## config.mk

```make
export PLATFORM = sky130hd
export DESIGN_NAME = multicycle_control_unit
export DESIGN_NICKNAME = d
export VERILOG_FILES = /design/src/rtl/cu_pkg.sv /design/src/rtl/cu_decoder.sv /design/src/rtl/multicycle_control_unit.sv
export SDC_FILE = /design/constraint.sdc
export NUM_CORES = 1
export LEC_CHECK = 0
export CORE_ASPECT_RATIO = 1.75
export CORE_MARGIN = 10
export CORE_UTILIZATION = 50
export CTS_BUF_LIST = sky130_fd_sc_hd__clkbuf_16
export DETAILED_ROUTE_END_ITERATION = 6
export PLACE_DENSITY_LB_ADDON = 0.2
export SLEW_MARGIN = 0
export SYNTH_ARGS = -nofsm -noshare
export SYNTH_HDL_FRONTEND = slang
export SYNTH_SLANG_ARGS = --single-unit
```

## constraint.sdc

```tcl
create_clock -name i_clock -period 3.89 [get_ports i_clock]
set_clock_uncertainty 0.2 [all_clocks]
set_input_delay 0.5835 -clock i_clock [delete_from_list [all_inputs] [get_ports i_clock]]
set_output_delay 0.5835 -clock i_clock [all_outputs]
set_load 0.005 [all_outputs]
```

## src/rtl/cu_pkg.sv

```systemverilog
// Shared definitions for the multicycle control unit: FSM states, opcodes,
// ALU operation codes and instruction field positions.
package cu_pkg;

    typedef enum logic [2:0] {
        ST_FETCH  = 3'd0,
        ST_DECODE = 3'd1,
        ST_EXEC   = 3'd2,
        ST_MEM_RD = 3'd3,
        ST_MEM_WR = 3'd4,
        ST_WB     = 3'd5
    } state_t;

    localparam logic [2:0] OPC_ADD  = 3'b000;
    localparam logic [2:0] OPC_AND  = 3'b001;
    localparam logic [2:0] OPC_NAND = 3'b010;
    localparam logic [2:0] OPC_NOR  = 3'b011;
    localparam logic [2:0] OPC_LD   = 3'b100;
    localparam logic [2:0] OPC_ST   = 3'b101;
    localparam logic [2:0] OPC_CMP  = 3'b110;
    localparam logic [2:0] OPC_JUMP = 3'b111;

    localparam logic [1:0] ALU_ADD  = 2'b00;
    localparam logic [1:0] ALU_AND  = 2'b01;
    localparam logic [1:0] ALU_NAND = 2'b10;
    localparam logic [1:0] ALU_NOR  = 2'b11;

    function automatic int f_rd_msb(input int instr_w, input int opc_w);
        return instr_w - opc_w - 1;
    endfunction

    function automatic int f_rs1_msb(input int instr_w, input int opc_w, input int reg_w);
        return instr_w - opc_w - reg_w - 1;
    endfunction

    // The jump condition mask sits one bit below the top of the rd field.
    function automatic int f_cond_msb(input int instr_w, input int opc_w);
        return instr_w - opc_w - 2;
    endfunction

endpackage

```

## src/rtl/cu_decoder.sv

```systemverilog
// Combinational instruction decoder: IR -> op-class flags and field slices.
module cu_decoder
    import cu_pkg::*;
#(
    parameter int INSTR_W = 18,
    parameter int OPC_W   = 3,
    parameter int REG_W   = 4,
    parameter int IMM_W   = 6,
    parameter int ADDR_W  = 11,
    parameter int COND_W  = 3
) (
    input  logic [INSTR_W-1:0] i_ir,
    output logic               o_is_alu,
    output logic               o_is_cmp,
    output logic               o_is_jump,
    output logic               o_is_ld,
    output logic               o_is_st,
    output logic               o_use_imm,
    output logic [1:0]         o_alu_op,
    output logic [REG_W-1:0]   o_rd,
    output logic [REG_W-1:0]   o_rs1,
    output logic [REG_W-1:0]   o_rs2,
    output logic [IMM_W-1:0]   o_imm,
    output logic [ADDR_W-1:0]  o_addr,
    output logic [COND_W-1:0]  o_cond
);
    localparam int RD_MSB   = f_rd_msb(INSTR_W, OPC_W);
    localparam int RS1_MSB  = f_rs1_msb(INSTR_W, OPC_W, REG_W);
    localparam int COND_MSB = f_cond_msb(INSTR_W, OPC_W);

    logic [OPC_W-1:0] w_opc;

    assign w_opc     = i_ir[INSTR_W-1 -: OPC_W];
    assign o_rd      = i_ir[RD_MSB -: REG_W];
    assign o_rs1     = i_ir[RS1_MSB -: REG_W];
    assign o_rs2     = i_ir[REG_W-1:0];
    assign o_imm     = i_ir[IMM_W-1:0];
    assign o_addr    = i_ir[ADDR_W-1:0];
    assign o_cond    = i_ir[COND_MSB -: COND_W];
    assign o_alu_op  = w_opc[1:0];

    // Opcodes 000..011 are the four ALU operations.
    assign o_is_alu  = (w_opc[OPC_W-1] == 1'b0);
    assign o_is_ld   = (w_opc == OPC_W'(OPC_LD));
    assign o_is_st   = (w_opc == OPC_W'(OPC_ST));
    assign o_is_cmp  = (w_opc == OPC_W'(OPC_CMP));
    assign o_is_jump = (w_opc == OPC_W'(OPC_JUMP));
    // Only ADD and AND honour the immediate-mode bit.
    assign o_use_imm = o_is_alu && !w_opc[1] && i_ir[IMM_W];

endmodule

```

## src/rtl/multicycle_control_unit.sv

```systemverilog
// Multicycle control FSM for the 18-bit register CPU; all controls registered.
// Optional macro CU_MEM_HANDSHAKE_EN: MEM_RD/MEM_WR wait for i_mem_ready.
module multicycle_control_unit
    import cu_pkg::*;
#(
    parameter int INSTR_W = 18,
    parameter int OPC_W   = 3,
    parameter int REG_W   = 4,
    parameter int IMM_W   = 6,
    parameter int ADDR_W  = 11,
    parameter int COND_W  = 3
) (
    input  logic               i_clock,
    input  logic               i_clear,
    input  logic [INSTR_W-1:0] i_instr,
    input  logic               i_instr_ready,
    input  logic               i_mem_ready,
    input  logic [COND_W-1:0]  i_flags,
    output logic               o_instr_req,
    output logic               o_pc_write,
    output logic               o_pc_sel_jump,
    output logic               o_rf_we,
    output logic               o_rf_re1,
    output logic               o_rf_re2,
    output logic [REG_W-1:0]   o_rd_addr,
    output logic [REG_W-1:0]   o_rs1_addr,
    output logic [REG_W-1:0]   o_rs2_addr,
    output logic [1:0]         o_alu_op,
    output logic               o_alu_src_imm,
    output logic [IMM_W-1:0]   o_imm,
    output logic               o_cmp_en,
    output logic [ADDR_W-1:0]  o_mem_addr,
    output logic               o_mem_re,
    output logic               o_mem_we,
    output logic               o_wb_sel_mem,
    output logic               o_busy
);
    typedef struct packed {
        logic              instr_req;
        logic              pc_write;
        logic              pc_sel_jump;
        logic              rf_we;
        logic              rf_re1;
        logic              rf_re2;
        logic [REG_W-1:0]  rd_addr;
        logic [REG_W-1:0]  rs1_addr;
        logic [REG_W-1:0]  rs2_addr;
        logic [1:0]        alu_op;
        logic              alu_src_imm;
        logic [IMM_W-1:0]  imm;
        logic              cmp_en;
        logic [ADDR_W-1:0] mem_addr;
        logic              mem_re;
        logic              mem_we;
        logic              wb_sel_mem;
        logic              busy;
    } ctl_t;

    state_t              r_state, w_next;
    ctl_t                r_ctl, w_ctl;
    logic [INSTR_W-1:0]  r_ir, w_ir_next;
    logic                w_fetch_acc, w_mem_done;
    logic                w_is_alu, w_is_cmp, w_is_jump, w_is_ld, w_is_st, w_use_imm;
    logic [1:0]          w_alu_op;
    logic [REG_W-1:0]    w_rd, w_rs1, w_rs2;
    logic [IMM_W-1:0]    w_imm;
    logic [ADDR_W-1:0]   w_addr;
    logic [COND_W-1:0]   w_cond;

    assign w_fetch_acc = (r_state == ST_FETCH) && r_ctl.instr_req && i_instr_ready;
    // Decode the word being latched so DECODE controls are ready on entry.
    assign w_ir_next   = w_fetch_acc ? i_instr : r_ir;

`ifdef CU_MEM_HANDSHAKE_EN
    assign w_mem_done = i_mem_ready;
`else
    // Fixed-latency SRAM: every access completes in one cycle.
    assign w_mem_done = 1'b1 | i_mem_ready;
`endif

    cu_decoder #(
        .INSTR_W(INSTR_W), .OPC_W(OPC_W), .REG_W(REG_W),
        .IMM_W(IMM_W), .ADDR_W(ADDR_W), .COND_W(COND_W)
    ) u_dec (
        .i_ir      (w_ir_next),
        .o_is_alu  (w_is_alu),
        .o_is_cmp  (w_is_cmp),
        .o_is_jump (w_is_jump),
        .o_is_ld   (w_is_ld),
        .o_is_st   (w_is_st),
        .o_use_imm (w_use_imm),
        .o_alu_op  (w_alu_op),
        .o_rd      (w_rd),
        .o_rs1     (w_rs1),
        .o_rs2     (w_rs2),
        .o_imm     (w_imm),
        .o_addr    (w_addr),
        .o_cond    (w_cond)
    );

    always_ff @(posedge i_clock or posedge i_clear) begin
        if (i_clear) begin
            r_state <= ST_FETCH;
            r_ir    <= '0;
            r_ctl   <= '0;
        end else begin
            r_state <= w_next;
            r_ir    <= w_ir_next;
            r_ctl   <= w_ctl;
        end
    end

    always_comb begin
        w_next = r_state;
        case (r_state)
            ST_FETCH:  if (w_fetch_acc) w_next = ST_DECODE;
            ST_DECODE: begin
                if (w_is_ld)      w_next = ST_MEM_RD;
                else if (w_is_st) w_next = ST_MEM_WR;
                else              w_next = ST_EXEC;
            end
            ST_EXEC:   w_next = w_is_alu ? ST_WB : ST_FETCH;
            ST_MEM_RD: if (w_mem_done) w_next = ST_WB;
            ST_MEM_WR: if (w_mem_done) w_next = ST_FETCH;
            ST_WB:     w_next = ST_FETCH;
            default:   w_next = ST_FETCH;
        endcase
    end

    // Controls are computed for the state being entered and registered.
    always_comb begin
        w_ctl      = '0;
        w_ctl.busy = 1'b1;
        case (w_next)
            ST_FETCH: begin
                w_ctl.instr_req = 1'b1;
`ifdef CU_MEM_HANDSHAKE_EN
                // Store completion is only known on mem_ready, so PC+1 lands here.
                if (r_state == ST_MEM_WR) w_ctl.pc_write = 1'b1;
`endif
            end
            ST_DECODE: begin
                w_ctl.rd_addr  = w_rd;
                w_ctl.rs1_addr = w_rs1;
                w_ctl.rs2_addr = w_rs2;
            end
            ST_EXEC: begin
                if (w_is_alu) begin
                    w_ctl.alu_op   = w_alu_op;
                    w_ctl.rf_re1   = 1'b1;
                    w_ctl.rs1_addr = w_rs1;
                    if (w_use_imm) begin
                        w_ctl.alu_src_imm = 1'b1;
                        w_ctl.imm         = w_imm;
                    end else begin
                        w_ctl.rf_re2   = 1'b1;
                        w_ctl.rs2_addr = w_rs2;
                    end
                end else if (w_is_cmp) begin
                    w_ctl.rf_re1   = 1'b1;
                    w_ctl.rf_re2   = 1'b1;
                    w_ctl.rs1_addr = w_rd;
                    w_ctl.rs2_addr = w_rs1;
                    w_ctl.cmp_en   = 1'b1;
                    w_ctl.pc_write = 1'b1;
                end else if (w_is_jump) begin
                    w_ctl.pc_write    = 1'b1;
                    w_ctl.mem_addr    = w_addr;
                    w_ctl.pc_sel_jump = (w_cond == '0) || (|(w_cond & i_flags));
                end
            end
            ST_MEM_RD: begin
                w_ctl.mem_re   = 1'b1;
                w_ctl.mem_addr = w_addr;
            end
            ST_MEM_WR: begin
                w_ctl.mem_we   = 1'b1;
                w_ctl.mem_addr = w_addr;
                w_ctl.rf_re1   = 1'b1;
                w_ctl.rs1_addr = w_rd;
`ifndef CU_MEM_HANDSHAKE_EN
                w_ctl.pc_write = 1'b1;
`endif
            end
            ST_WB: begin
                w_ctl.rf_we      = 1'b1;
                w_ctl.rd_addr    = w_rd;
                w_ctl.pc_write   = 1'b1;
                w_ctl.wb_sel_mem = (r_state == ST_MEM_RD);
            end
            default: w_ctl = '0;
        endcase
    end

    assign o_instr_req   = r_ctl.instr_req;
    assign o_pc_write    = r_ctl.pc_write;
    assign o_pc_sel_jump = r_ctl.pc_sel_jump;
    assign o_rf_we       = r_ctl.rf_we;
    assign o_rf_re1      = r_ctl.rf_re1;
    assign o_rf_re2      = r_ctl.rf_re2;
    assign o_rd_addr     = r_ctl.rd_addr;
    assign o_rs1_addr    = r_ctl.rs1_addr;
    assign o_rs2_addr    = r_ctl.rs2_addr;
    assign o_alu_op      = r_ctl.alu_op;
    assign o_alu_src_imm = r_ctl.alu_src_imm;
    assign o_imm         = r_ctl.imm;
    assign o_cmp_en      = r_ctl.cmp_en;
    assign o_mem_addr    = r_ctl.mem_addr;
    assign o_mem_re      = r_ctl.mem_re;
    assign o_mem_we      = r_ctl.mem_we;
    assign o_wb_sel_mem  = r_ctl.wb_sel_mem;
    assign o_busy        = r_ctl.busy;

endmodule

```

### Yosys cells after proc, flatten, opt, wreduce, memory -nomap -nowiden

Cells that the tools add are included.

* add/sub/neg operators: 0
* multipliers: 0
* div/mod/pow operators: 0
* order comparisons: 0
* equality and inequality tests: 12
* shifts and indexed selects: 0
* mux-type cells: 37
* bitwise gates (word level): 2
* reductions and logical operators: 14

Operators by type and width (number)
* $mux W11: 2
* $pmux W11 S2: 1
* $eq A3 B3 Y1 const B: 6
* $mux W18: 1
* $mux W8: 2
* $eq A3 B2 Y1 const B: 4
* $mux W1: 12
* $mux W12: 1
* $mux W3: 4
* $pmux W3 S4: 1
* $pmux W4 S3: 1
* $mux W10: 1
* $logic_not A3 Y1: 3
* $mux W9: 1
* $mux W2: 4
* $mux W4: 2
* $pmux W4 S2: 1
* $mux W7: 1
* $eq A3 B1 Y1 const B: 2
* $reduce_or A2 Y1: 3
* $reduce_or A6 Y1: 1
* $logic_and A1 B1 Y1: 4
* $pmux W1 S2: 2
* $and A3 B3 Y3: 1
* 4 further kinds: 4

* register bits after elaboration: 64
* bits in latches: 0
* bits in writable memories: 0
* memory bits (read-only): 0
* bits of input ports: 25
* output and inout bits: 43
* logic and storage cells: 85
* memories kept: 0

### Longest topological paths before layout

Gate-level depths: netlist of run 1.

* depth after elaboration: 11
* mapped depth: 7
* gate-level depth less buffers: 6

### Modules after synthesis

A second synthesis of run 1 with hierarchy kept.

* cells, all modules: 201
* area total of the unflattened synthesis: 2693.8 um^2

Modules (own cells, without submodules)
* multicycle_control_unit: times used 1, cells an instance 161, area an instance 2391.0 um^2, sequential area each 1601.5 um^2
* cu_decoder: times used 1, cells an instance 40, area an instance 302.8 um^2, sequential area each 0.0 um^2

### Worst setup path after synthesis of run 1

OpenSTA, ideal clock, no wires.

* kind: input to register
* from: in i_instr_ready
* to: reg r_ctl (netlist bit o_rf_re1)
* setup time: 0.136 ns
* arrival time: 1.787 ns
* data required time: 3.554 ns
* path slack: 1.767 ns
* cell stages on the path: 6
* path buffers: 1
* path through: nand2_1 or4_1 buf_6 mux2_4 a211oi_1 a211oi_1

RTL lines
* from (decl): RTL line multicycle_control_unit.sv:16 `input logic i_instr_ready,`
* to (signal assigned): RTL line multicycle_control_unit.sv:109 `r_ctl <= w_ctl;`
* to (decl): RTL line multicycle_control_unit.sv:60 `ctl_t r_ctl, w_ctl;`

==> results.ini, run 1 <==
[die]
die_area_um2=7960
floorplan.rows=33
core_box_area_um2=4620
die_height_um=111
ios=68
starting_density_of_the_core=0.509
chipWidth_um=71.9

[final_layout]
layout-drive-gt1-share=0.101
fill_cells=342
final_nets=288
area.sequential_um2=1600
multiInputGateArea_um2=642
fin_util=0.728
syn2layout_area_growth_pct=43.0
n_antenna_cell=0

[timing]
min_period_ns=2.76
tightest_slew_ns=0.985
finalHoldViolations=0
setup-tns-final_ns=0
slew_violations=0
setup_viol_count_final=0
part_of_the_cycle_the_worst_path_needs=0.710
clock.fmax_mhz=362
grt_setup_unrepaired=no
max_slew_margin=0.341

[pwr]
leakage_uw=0.00166
cellPowerDensity_nw_per_um2=804
ir_drop_mv=0.632

[global_route]
global_route.usage.total=0.151
grt_pass1_vias=1841
grt_overflow=0
antenna_found_initial=0
grt_first_pass_wirelength_mm=9.21
grt_start_max_net_pins=32

[hold_path]
min_delay_worst_endpoint=r_ir[5]
hold_path.class=flop to flop
min_delay_path_depth=2
hold_path_startpoint=r_ir[5]

[logic_synthesis]
synth_enable_flop_cells=0
syn_inst=186
post_synthesis_register_bit_count=64
ys.flop_type=sky130_fd_sc_hd__dfrtp_1
yosys.area.top_type_share=0.680
most_frequent_cells_after_synthesis=sky130_fd_sc_hd__dfrtp_1, sky130_fd_sc_hd__nor2_1, sky130_fd_sc_hd__inv_1, sky130_fd_sc_hd__mux2i_1
synth_compound_gate_area_share=0.0840
post_synthesis_cell_type_with_the_largest_combined_area=sky130_fd_sc_hd__dfrtp_1
total_nets_after_synthesis=211
post_synth_num_cell_types=38
synth_area_in_simple_gates=0.100
synth_top_family_by_area=simple AND/OR/NAND/NOR gates
synthMostInstantiatedCell=sky130_fd_sc_hd__dfrtp_1
share_of_synthesized_area_spent_on_multiplexers=0.0840
synth.cell_area_um2=2350
synthTopCellsByArea=sky130_fd_sc_hd__dfrtp_1, sky130_fd_sc_hd__mux2i_1, sky130_fd_sc_hd__nor2_1
synth-xor-area-share=0
synth_warnings=0
asyncSetResetFlopFracSynth=1.00
synth.yosys.seq_area_share=0.680
post_synthesis_share_of_cell_area_spent_on_full_adders_half_adders_and_majority_gates=0
synth.avg_cell_area_um2=12.7

[cts]
clock-sinks=64
clkLatencyLatePin_ns=0.32
tritoncts=done
ctsLongestPathBuffers=2
cts_buffers=9
cts_setup_buffers=0
worst_setup_hold_path_clk_slew_ns=0.05
hold_buffers=0
cts_htree_levels=3
cts_root_buffer=sky130_fd_sc_hd__clkbuf_16
post_cts_resized=0

[worst_setup_path]
cp_data_required_time_ns=3.89
crit_type=input pin to flop
launching_point_of_the_worst_reg2reg_path=r_state[1]
worstPathArrival_ns=2.76
critical_path.startpoint=i_instr_ready
endpoint_class_of_the_critical_path=flop
timing.critical_path.from_type=input pin
length_in_cells_of_the_worst_reg_to_reg_path=6
path_max_fanout=10
r2r-end=o_pc_sel_jump
rrSetupSlack_ns=1.35

[routing]
drt-vias-per-instance=5.29
detail_route.iter0.violations=107
post-route-drc-count=0
post_drt_wl_per_cell_um=17.9
wl_mm=5.70
dr.pass1.iters=4
route.vias.total=1686
detail-route-antenna-nets=0

[job]
cap_violations=0

[placement]
place.detailed.hpwl_mm=4.16
place_congestion=0.788
placement.io_buffers=66

[outcome]
run_status=complete, no violations

## area by class of cell
class	instances	area share
sequential	64	0.476
timing repair buffer	71	0.207
multi-input combinational	95	0.191
clock buffer	9	0.0669
inverter	22	0.0245
tap	52	0.0193
clock inverter	6	0.0156
## where the power goes
| part | total, uW | switching, uW | internal, uW | leakage (uW) |
|---|---|---|---|---|
| Clock | 747 | 264 | 483 | 0.000144 |
| Sequential | 1020 | 124 | 901 | 0.000836 |
| Combinational | 937 | 477 | 460 | 0.000683 |
## worst max path at each step
stage	depth (start not counted)	endpoint	slack [ns]
5_1_grt	8	o_pc_sel_jump	0.98
3_5_place_dp	8	o_pc_sel_jump	0.81
4_1_cts	8	o_pc_sel_jump	1.11
6_report	8	o_pc_sel_jump	1.13
3_3_place_gp	8	o_pc_sel_jump	0.80
2_1_floorplan	1	o_alu_op[0]	1.51
## kinds of logic (layout without fill, tap and decap cells)
family,Yosys count,in the layout
flops,64,64
simple gates,49,49
compound gates,27,27
buf+inv,27,108
mux,18,18
other cells,1,1
## layout by cell type, fill, tap and decap left out, types with 5 or more instances in the layout
cell type                         instances
sky130_fd_sc_hd__clkdlybuf4s50_1         66
sky130_fd_sc_hd__dfrtp_1                 64
sky130_fd_sc_hd__nor2_1                  27
sky130_fd_sc_hd__inv_1                   21
sky130_fd_sc_hd__mux2i_1                 16
sky130_fd_sc_hd__clkbuf_16                9
sky130_fd_sc_hd__nand2_1                  5
sky130_fd_sc_hd__a22oi_1                  5
sky130_fd_sc_hd__o21ai_1                  5
sky130_fd_sc_hd__buf_4                    5
## metal layers
layer  global-route usage  vias to the layer above  wire (um)
met3               0.0780                       12        564
met4               0.0856                        0        140
met1                0.142                      832       1960
li1                     -                      778          -
met2                0.252                       64       3040
met5                    0                        -          0
## per-stage QoR
step / worst slack, ns / hold slack (ns) / cells / cell area (um2) / power, uW
after floorplan: 1.51 / 0.271 / 186 / 2350 / 1540
after global placement: 0.803 / 0.287 / 304 / 3090 / 1950
after detailed placement: 0.809 / 0.299 / 304 / 3090 / 1980
after CTS: 1.11 / 0.310 / 319 / 3370 / 2740
after global routing: 0.978 / 0.340 / 319 / 3370 / 2880
final: 1.13 / 0.300 / 319 / 3370 / 2710
## critical path, cell delays in order
cell                              delay [ns]
sky130_fd_sc_hd__clkdlybuf4s50_1        0.46
sky130_fd_sc_hd__nand2_1                0.07
sky130_fd_sc_hd__or4_1                  0.72
sky130_fd_sc_hd__buf_4                  0.33
sky130_fd_sc_hd__mux2i_1                0.24
sky130_fd_sc_hd__inv_1                  0.09
sky130_fd_sc_hd__a22oi_1                0.17
sky130_fd_sc_hd__a21oi_1                0.10
## state kept, by name, summed over array words and instances (netlist names), 2 cells and up
register / flops
o_mem_addr: 11
r_ir: 18
o_rd_addr: 4
o_alu_op: 2
o_rs2_addr: 4
o_imm: 6
o_rs1_addr: 4
r_state: 3
No activity file was read; power rests on OpenSTA's default activity.
==> inputs of run 2 (changes only) <==
CORE_UTILIZATION = 47   (was 50)
clock period = 2.7 ns   (was 3.89 ns; I/O delays follow)
==> run 2 against run 1 <==
  * Final cell count is 2.2% higher
  * Worst hold slack worse by 0.17 ns
  * First-iteration DRC count is 48% lower
  * Power is 54% higher
  * Non-clock buffer count is 4 higher
  * Routed wire length is 6.0% lower
  * Register-to-register slack worse by 0.85 ns
  * Sequential cell count stayed put
==> results.ini, run 2 (synthesis gave the netlist of run 1 again) <==
[outcome]
run_status=complete, no violations  ; unchanged

[final_layout]
layout-drive-gt1-share=0.125  ; was 0.101
syn2layout_area_growth_pct=47.8  ; was 43.0%
final_common_cell=sky130_fd_sc_hd__clkdlybuf4s50_1  ; unchanged
largest_register=r_ir  ; unchanged
n_antenna_cell=0  ; unchanged
final_nets=292  ; was 288
layout.cells.most_common_list=sky130_fd_sc_hd__clkdlybuf4s50_1, sky130_fd_sc_hd__dfrtp_1, sky130_fd_sc_hd__nor2_1  ; unchanged
largest_reg_flops=18  ; unchanged
fin_util=0.705  ; was 0.728

[worst_setup_path]
launching_point_of_the_worst_reg2reg_path=r_state[1]  ; unchanged
r2r-end=o_rf_re1  ; was o_pc_sel_jump
cp_data_required_time_ns=2.68  ; was 3.89 ns
length_in_cells_of_the_worst_reg_to_reg_path=5  ; was 6
rrSetupSlack_ns=0.50  ; was 1.35 ns
timing.critical_path.from_type=input pin  ; unchanged
path_max_fanout=5  ; was 10
worstPathArrival_ns=2.24  ; was 2.76 ns
crit_type=input pin to flop  ; unchanged
endpoint_class_of_the_critical_path=flop  ; unchanged

[routing]
drt-vias-per-instance=5.05  ; was 5.29
route.vias.total=1647  ; was 1686
dr.pass1.iters=4  ; unchanged
post_drt_wl_per_cell_um=16.4  ; was 17.9 um
post-route-drc-count=0  ; unchanged
detail-route-antenna-nets=0  ; unchanged
detail_route.iter0.violations=56  ; was 107
wl_mm=5.36  ; was 5.70 mm

[timing]
min_period_ns=2.26
clock.fmax_mhz=443
part_of_the_cycle_the_worst_path_needs=0.836
setup-tns-final_ns=0  ; unchanged
setup_viol_count_final=0  ; unchanged
grt_setup_unrepaired=no  ; unchanged
finalHoldViolations=0  ; unchanged
slew_violations=0  ; unchanged
tightest_slew_ns=1.00  ; was 0.985 ns
max_slew_margin=0.331  ; was 0.341

[cts]
cts_buffers=9  ; unchanged
clock-sinks=64  ; unchanged
post_cts_resized=0  ; unchanged
ctsLongestPathBuffers=2  ; unchanged
cts_htree_levels=3  ; unchanged
worst_setup_hold_path_clk_slew_ns=0.05  ; about the same
tritoncts=done  ; unchanged
cts_root_buffer=sky130_fd_sc_hd__clkbuf_16  ; unchanged
hold_buffers=0  ; unchanged
clkLatencyLatePin_ns=0.32  ; about the same
cts_setup_buffers=0  ; unchanged

[pwr]
total_power_uw=4160  ; was 2710 uW
cellPowerDensity_nw_per_um2=1200  ; was 804 nW/um2
leakage_uw=0.00171  ; was 0.00166 uW
ir_drop_mv=1.04  ; was 0.632 mV

[die]
chipWidth_um=73.5  ; was 71.9 um
starting_density_of_the_core=0.477  ; was 0.509
ios=68  ; unchanged
floorplan.rows=34  ; was 33
die_area_um2=8350  ; was 7960 um2
die_height_um=114  ; was 111 um
core_box_area_um2=4930  ; was 4620 um2

[global_route]
antenna_found_initial=0  ; unchanged
global_route.usage.total=0.134  ; was 0.151
grt_start_max_net_pins=31  ; was 32
grt_pass1_vias=1833  ; was 1841
grt_first_pass_wirelength_mm=8.68  ; was 9.21 mm
grt_overflow=0  ; unchanged

[placement]
placement.io_buffers=66  ; unchanged
place.detailed.hpwl_mm=4.04  ; was 4.16 mm
place_congestion=0.773  ; was 0.788

[job]
cap_violations=0  ; unchanged

[hold_path]
hold_path.class=input pin to asynchronous set/reset pin  ; was flop to flop

-- run 2: worst max path at each step --
stage                        startpoint       endpoint  slack [ns]  depth (start not counted)
after CTS                 i_instr_ready       o_rf_re1        0.45                          7
after floorplan                 i_clear    o_alu_op[0]        0.50                          1
after detailed placement  i_instr_ready       o_rf_re1        0.14                          7
final                     i_instr_ready       o_rf_re1        0.44                          7
after global routing      i_instr_ready  o_rs2_addr[1]        0.35                          7
after global placement    i_instr_ready       o_rf_re1        0.16                          7
-- run 2: cell type report --
class,count,area [um2]
flip-flops and latches,64,1600
fillers,377,1460
repair buffers,75,741
multi-input cells,95,642
clock buffers,9,225
clock inverters,7,120
inverters,22,82.6
well taps,54,67.6
-- run 2: where the power goes --
| group | internal [uW] | switching, uW |
|---|---|---|
| Combinational | 697 | 685 |
| Sequential | 1300 | 181 |
| Clock | 901 | 401 |
-- run 2: metal layers --
metal	track usage	vias up	part of all wire
met3	0.0635	7	0.083
met2	0.232	48	0.54
met1	0.128	811	0.36
li1	-	781	-
met4	0.0612	0	0.014
met5	0	-	0
-- run 2: worst max-delay path: stages --
cell and delay, ns:
sky130_fd_sc_hd__clkdlybuf4s50_1 0.46, sky130_fd_sc_hd__nand2_1 0.07, sky130_fd_sc_hd__or4_1 0.45, sky130_fd_sc_hd__buf_4 0.20, sky130_fd_sc_hd__mux2_4 0.32, sky130_fd_sc_hd__a211oi_1 0.24
sky130_fd_sc_hd__a211oi_1 0.09
-- run 2: through the flow --
stage          std cells  hold WS, ns  instance area, um2  setup slack, ns
2_1_floorplan        186        0.271                2350            0.497
3_3_place_gp         310        0.292                3130            0.155
3_5_place_dp         310        0.303                3130            0.136
4_1_cts              326        0.137                3480            0.448
5_1_grt              326        0.150                3480            0.354
6_report             326        0.134                3480            0.442
==> inputs of run 3 (changes only) <==
CORE_UTILIZATION = 42   (was 47)
clock period = 1.88 ns   (was 2.7 ns; I/O delays follow)
==> run 3 against run 2 <==
  * The run now ends with negative setup slack left
  * First-iteration DRC count increased by 34%
  * Critical path depth unchanged
  * Setup slack got worse by 0.57 ns
  * Global-route usage increased by 0.37 points
  * Via count increased by 8.3%
  * Clock power increased by 17%
  * Power increased by 63%
  * Clock-buffer cell count unchanged
  * Routed wire length increased by 13%
  * Die area increased by 9.2%
  * Combinational power increased by 120%
  * Critical endpoint is now o_pc_sel_jump
==> results.ini, run 3 (synthesis gave the netlist of run 1 again) <==
[outcome]
failed_checks=negative setup slack
run_status=complete, but fails checks  ; was complete, no violations

[routing]
drt-vias-per-instance=4.74  ; was 5.05
post-route-drc-count=0  ; unchanged
detail_route.iter0.violations=75  ; was 56
wl_mm=6.08  ; was 5.36 mm
dr.pass1.iters=4  ; unchanged
detail-route-antenna-nets=0  ; unchanged
route.vias.total=1784  ; was 1647
post_drt_wl_per_cell_um=16.2  ; was 16.4 um

[worst_setup_path]
path_max_fanout=7  ; was 5
crit_type=flop to flop  ; was input pin to flop
length_in_cells_of_the_worst_reg_to_reg_path=7  ; was 5
cp_data_required_time_ns=1.87  ; was 2.68 ns
endpoint_class_of_the_critical_path=flop  ; unchanged
r2r-end=o_pc_sel_jump  ; was o_rf_re1
cp_cell_sequence=or4_1, buf_6, buf_4, mux2i_4, inv_2, a22oi_2, a21oi_1  ; was clkdlybuf4s50_1, nand2_1, or4_1, buf_4, mux2_4, a211oi_1, a211oi_1
timing.critical_path.from_type=flop  ; was input pin
cpMaxStageDelayCell=sky130_fd_sc_hd__or4_1  ; was sky130_fd_sc_hd__clkdlybuf4s50_1
rrSetupSlack_ns=-0.12  ; was 0.50 ns
launching_point_of_the_worst_reg2reg_path=r_state[0]  ; was r_state[1]
worstPathArrival_ns=2.00  ; was 2.24 ns
critical_path_s_largest_stage_delay_ns=0.54  ; was 0.46 ns

[final_layout]
layout_cell_area_excl_fill_um2=3940  ; was 3480 um2
final_nets=320  ; was 292
syn2layout_area_growth_pct=67.4  ; was 47.8%
n_antenna_cell=0  ; unchanged
layout.cells.most_common_list=sky130_fd_sc_hd__clkdlybuf4s50_1, sky130_fd_sc_hd__dfrtp_1, sky130_fd_sc_hd__buf_4  ; was sky130_fd_sc_hd__clkdlybuf4s50_1, sky130_fd_sc_hd__dfrtp_1, sky130_fd_sc_hd__nor2_1
fin_util=0.717  ; was 0.705
largest_reg_flops=18  ; unchanged
final_common_cell=sky130_fd_sc_hd__clkdlybuf4s50_1  ; unchanged
layout-drive-gt1-share=0.293  ; was 0.125
largest_register=r_ir  ; unchanged

[die]
starting_density_of_the_core=0.429  ; was 0.477
floorplan.rows=36  ; was 34
ios=68  ; unchanged
chipWidth_um=76.6  ; was 73.5 um
die_height_um=119  ; was 114 um
die_area_um2=9120  ; was 8350 um2
core_box_area_um2=5500  ; was 4930 um2

[job]
cap_violations=0  ; unchanged

[timing]
fin_worst_hold_slack_ns=0.193  ; was 0.134 ns
clock.fmax_mhz=499
part_of_the_cycle_the_worst_path_needs=1.07
slew_violations=0  ; unchanged
grt_setup_unrepaired=yes  ; was no
finalHoldViolations=0  ; unchanged
worst_slack_ns=-0.125  ; was 0.442 ns
min_period_ns=2.00
setup_viol_count_final=46  ; was 0

[hold_path]
hold_path.class=input pin to asynchronous set/reset pin  ; unchanged

[global_route]
grt_pass1_vias=1958  ; was 1833
global_route.usage.total=0.138  ; was 0.134
antenna_found_initial=0  ; unchanged
grt_overflow=0  ; unchanged
grt_start_max_net_pins=65  ; was 31
grt_first_pass_wirelength_mm=9.92  ; was 8.68 mm

[placement]
place.detailed.hpwl_mm=4.19  ; was 4.04 mm
placement.io_buffers=66  ; unchanged
place_area_um2=3370  ; was 3130 um2
place_congestion=0.767  ; was 0.773

[cts]
cts_htree_levels=3  ; unchanged
cts_root_buffer=sky130_fd_sc_hd__clkbuf_16  ; unchanged
clock-sinks=64  ; unchanged
cts_buffers=9  ; unchanged
worst_setup_hold_path_clk_slew_ns=0.05  ; about the same
hold_buffers=0  ; unchanged
clkLatencyLatePin_ns=0.31  ; was 0.32 ns
tritoncts=done  ; unchanged
ctsLongestPathBuffers=2  ; unchanged

[pwr]
cellPowerDensity_nw_per_um2=1730  ; was 1200 nW/um2
total_power_uw=6800  ; was 4160 uW
leakage_uw=0.00181  ; was 0.00171 uW
ir_drop_mv=1.27  ; was 1.04 mV

==> run 3: cell count changes in the layout (fill, tap and decap cells not counted), sizes merged <==
cell	delta
dlygate4sd2	+1
clkinv	+1
clkdlybuf4s50	-1
inv	+1
buf	+28
bufinv	-2
==> run 3: power breakdown <==
part	leakage [uW]	internal, uW	switching [uW]
registers	0.000836	1870	328
clock network	0.000147	999	522
logic	0.000823	1790	1300
==> run 3: layer usage <==
layer	wire length, um	part of all wire	GRT usage
met4	79	0.013	0.0596
met5	0	0	0
met1	2150	0.35	0.127
met2	3350	0.55	0.251
met3	487	0.080	0.0648
==> run 3: worst max-delay path by stage <==
stage / endpoint / slack, ns / from
floorplan: o_rf_re1 / -0.08 / o_instr_req
global placement: o_rs2_addr[0] / -0.53 / i_instr_ready
detailed placement: o_rf_re1 / -0.57 / i_instr_ready
CTS: o_rf_re1 / -0.19 / o_instr_req
global route: o_pc_write / -0.20 / o_instr_req
finish: o_pc_sel_jump / -0.12 / r_state[0]
==> run 3: final cells by class <==
| cell class | count | area, um2 |
|---|---|---|
| flip-flops and latches | 64 | 1600 |
| fillers | 407 | 1550 |
| repair buffers | 103 | 1000 |
| multi-input cells | 95 | 876 |
| clock buffers | 9 | 225 |
| well taps | 76 | 95.1 |
| inverters | 22 | 86.3 |
| clock inverters | 7 | 55.1 |
==> run 3: timing repair <==
item | in CTS | in global routing
buffers inserted | 10 | 4
gates resized for setup | 29 | 17
endpoints found under the setup margin | 50 | 56
pin swaps | 14 | 7
==> run 3: critical path: cells and delay by family (launching register included) <==
family | cells | cell delay (ns)
muxes | 1 | 0.20
buffers and inverters | 3 | 0.37
and+or+nand+nor | 1 | 0.54
DFF | 1 | 0.38
AOI/OAI and AO/OA | 2 | 0.19
==> run 3: through the flow <==
stage	setup WS (ns)	TNS [ns]	std cells
final	-0.125	-2.46	376
after global routing	-0.202	-5.96	376
after CTS	-0.186	-2.91	373
after detailed placement	-0.569	-24.19	348
after global placement	-0.532	-23.91	348
after floorplan	-0.0805	-0.511	186
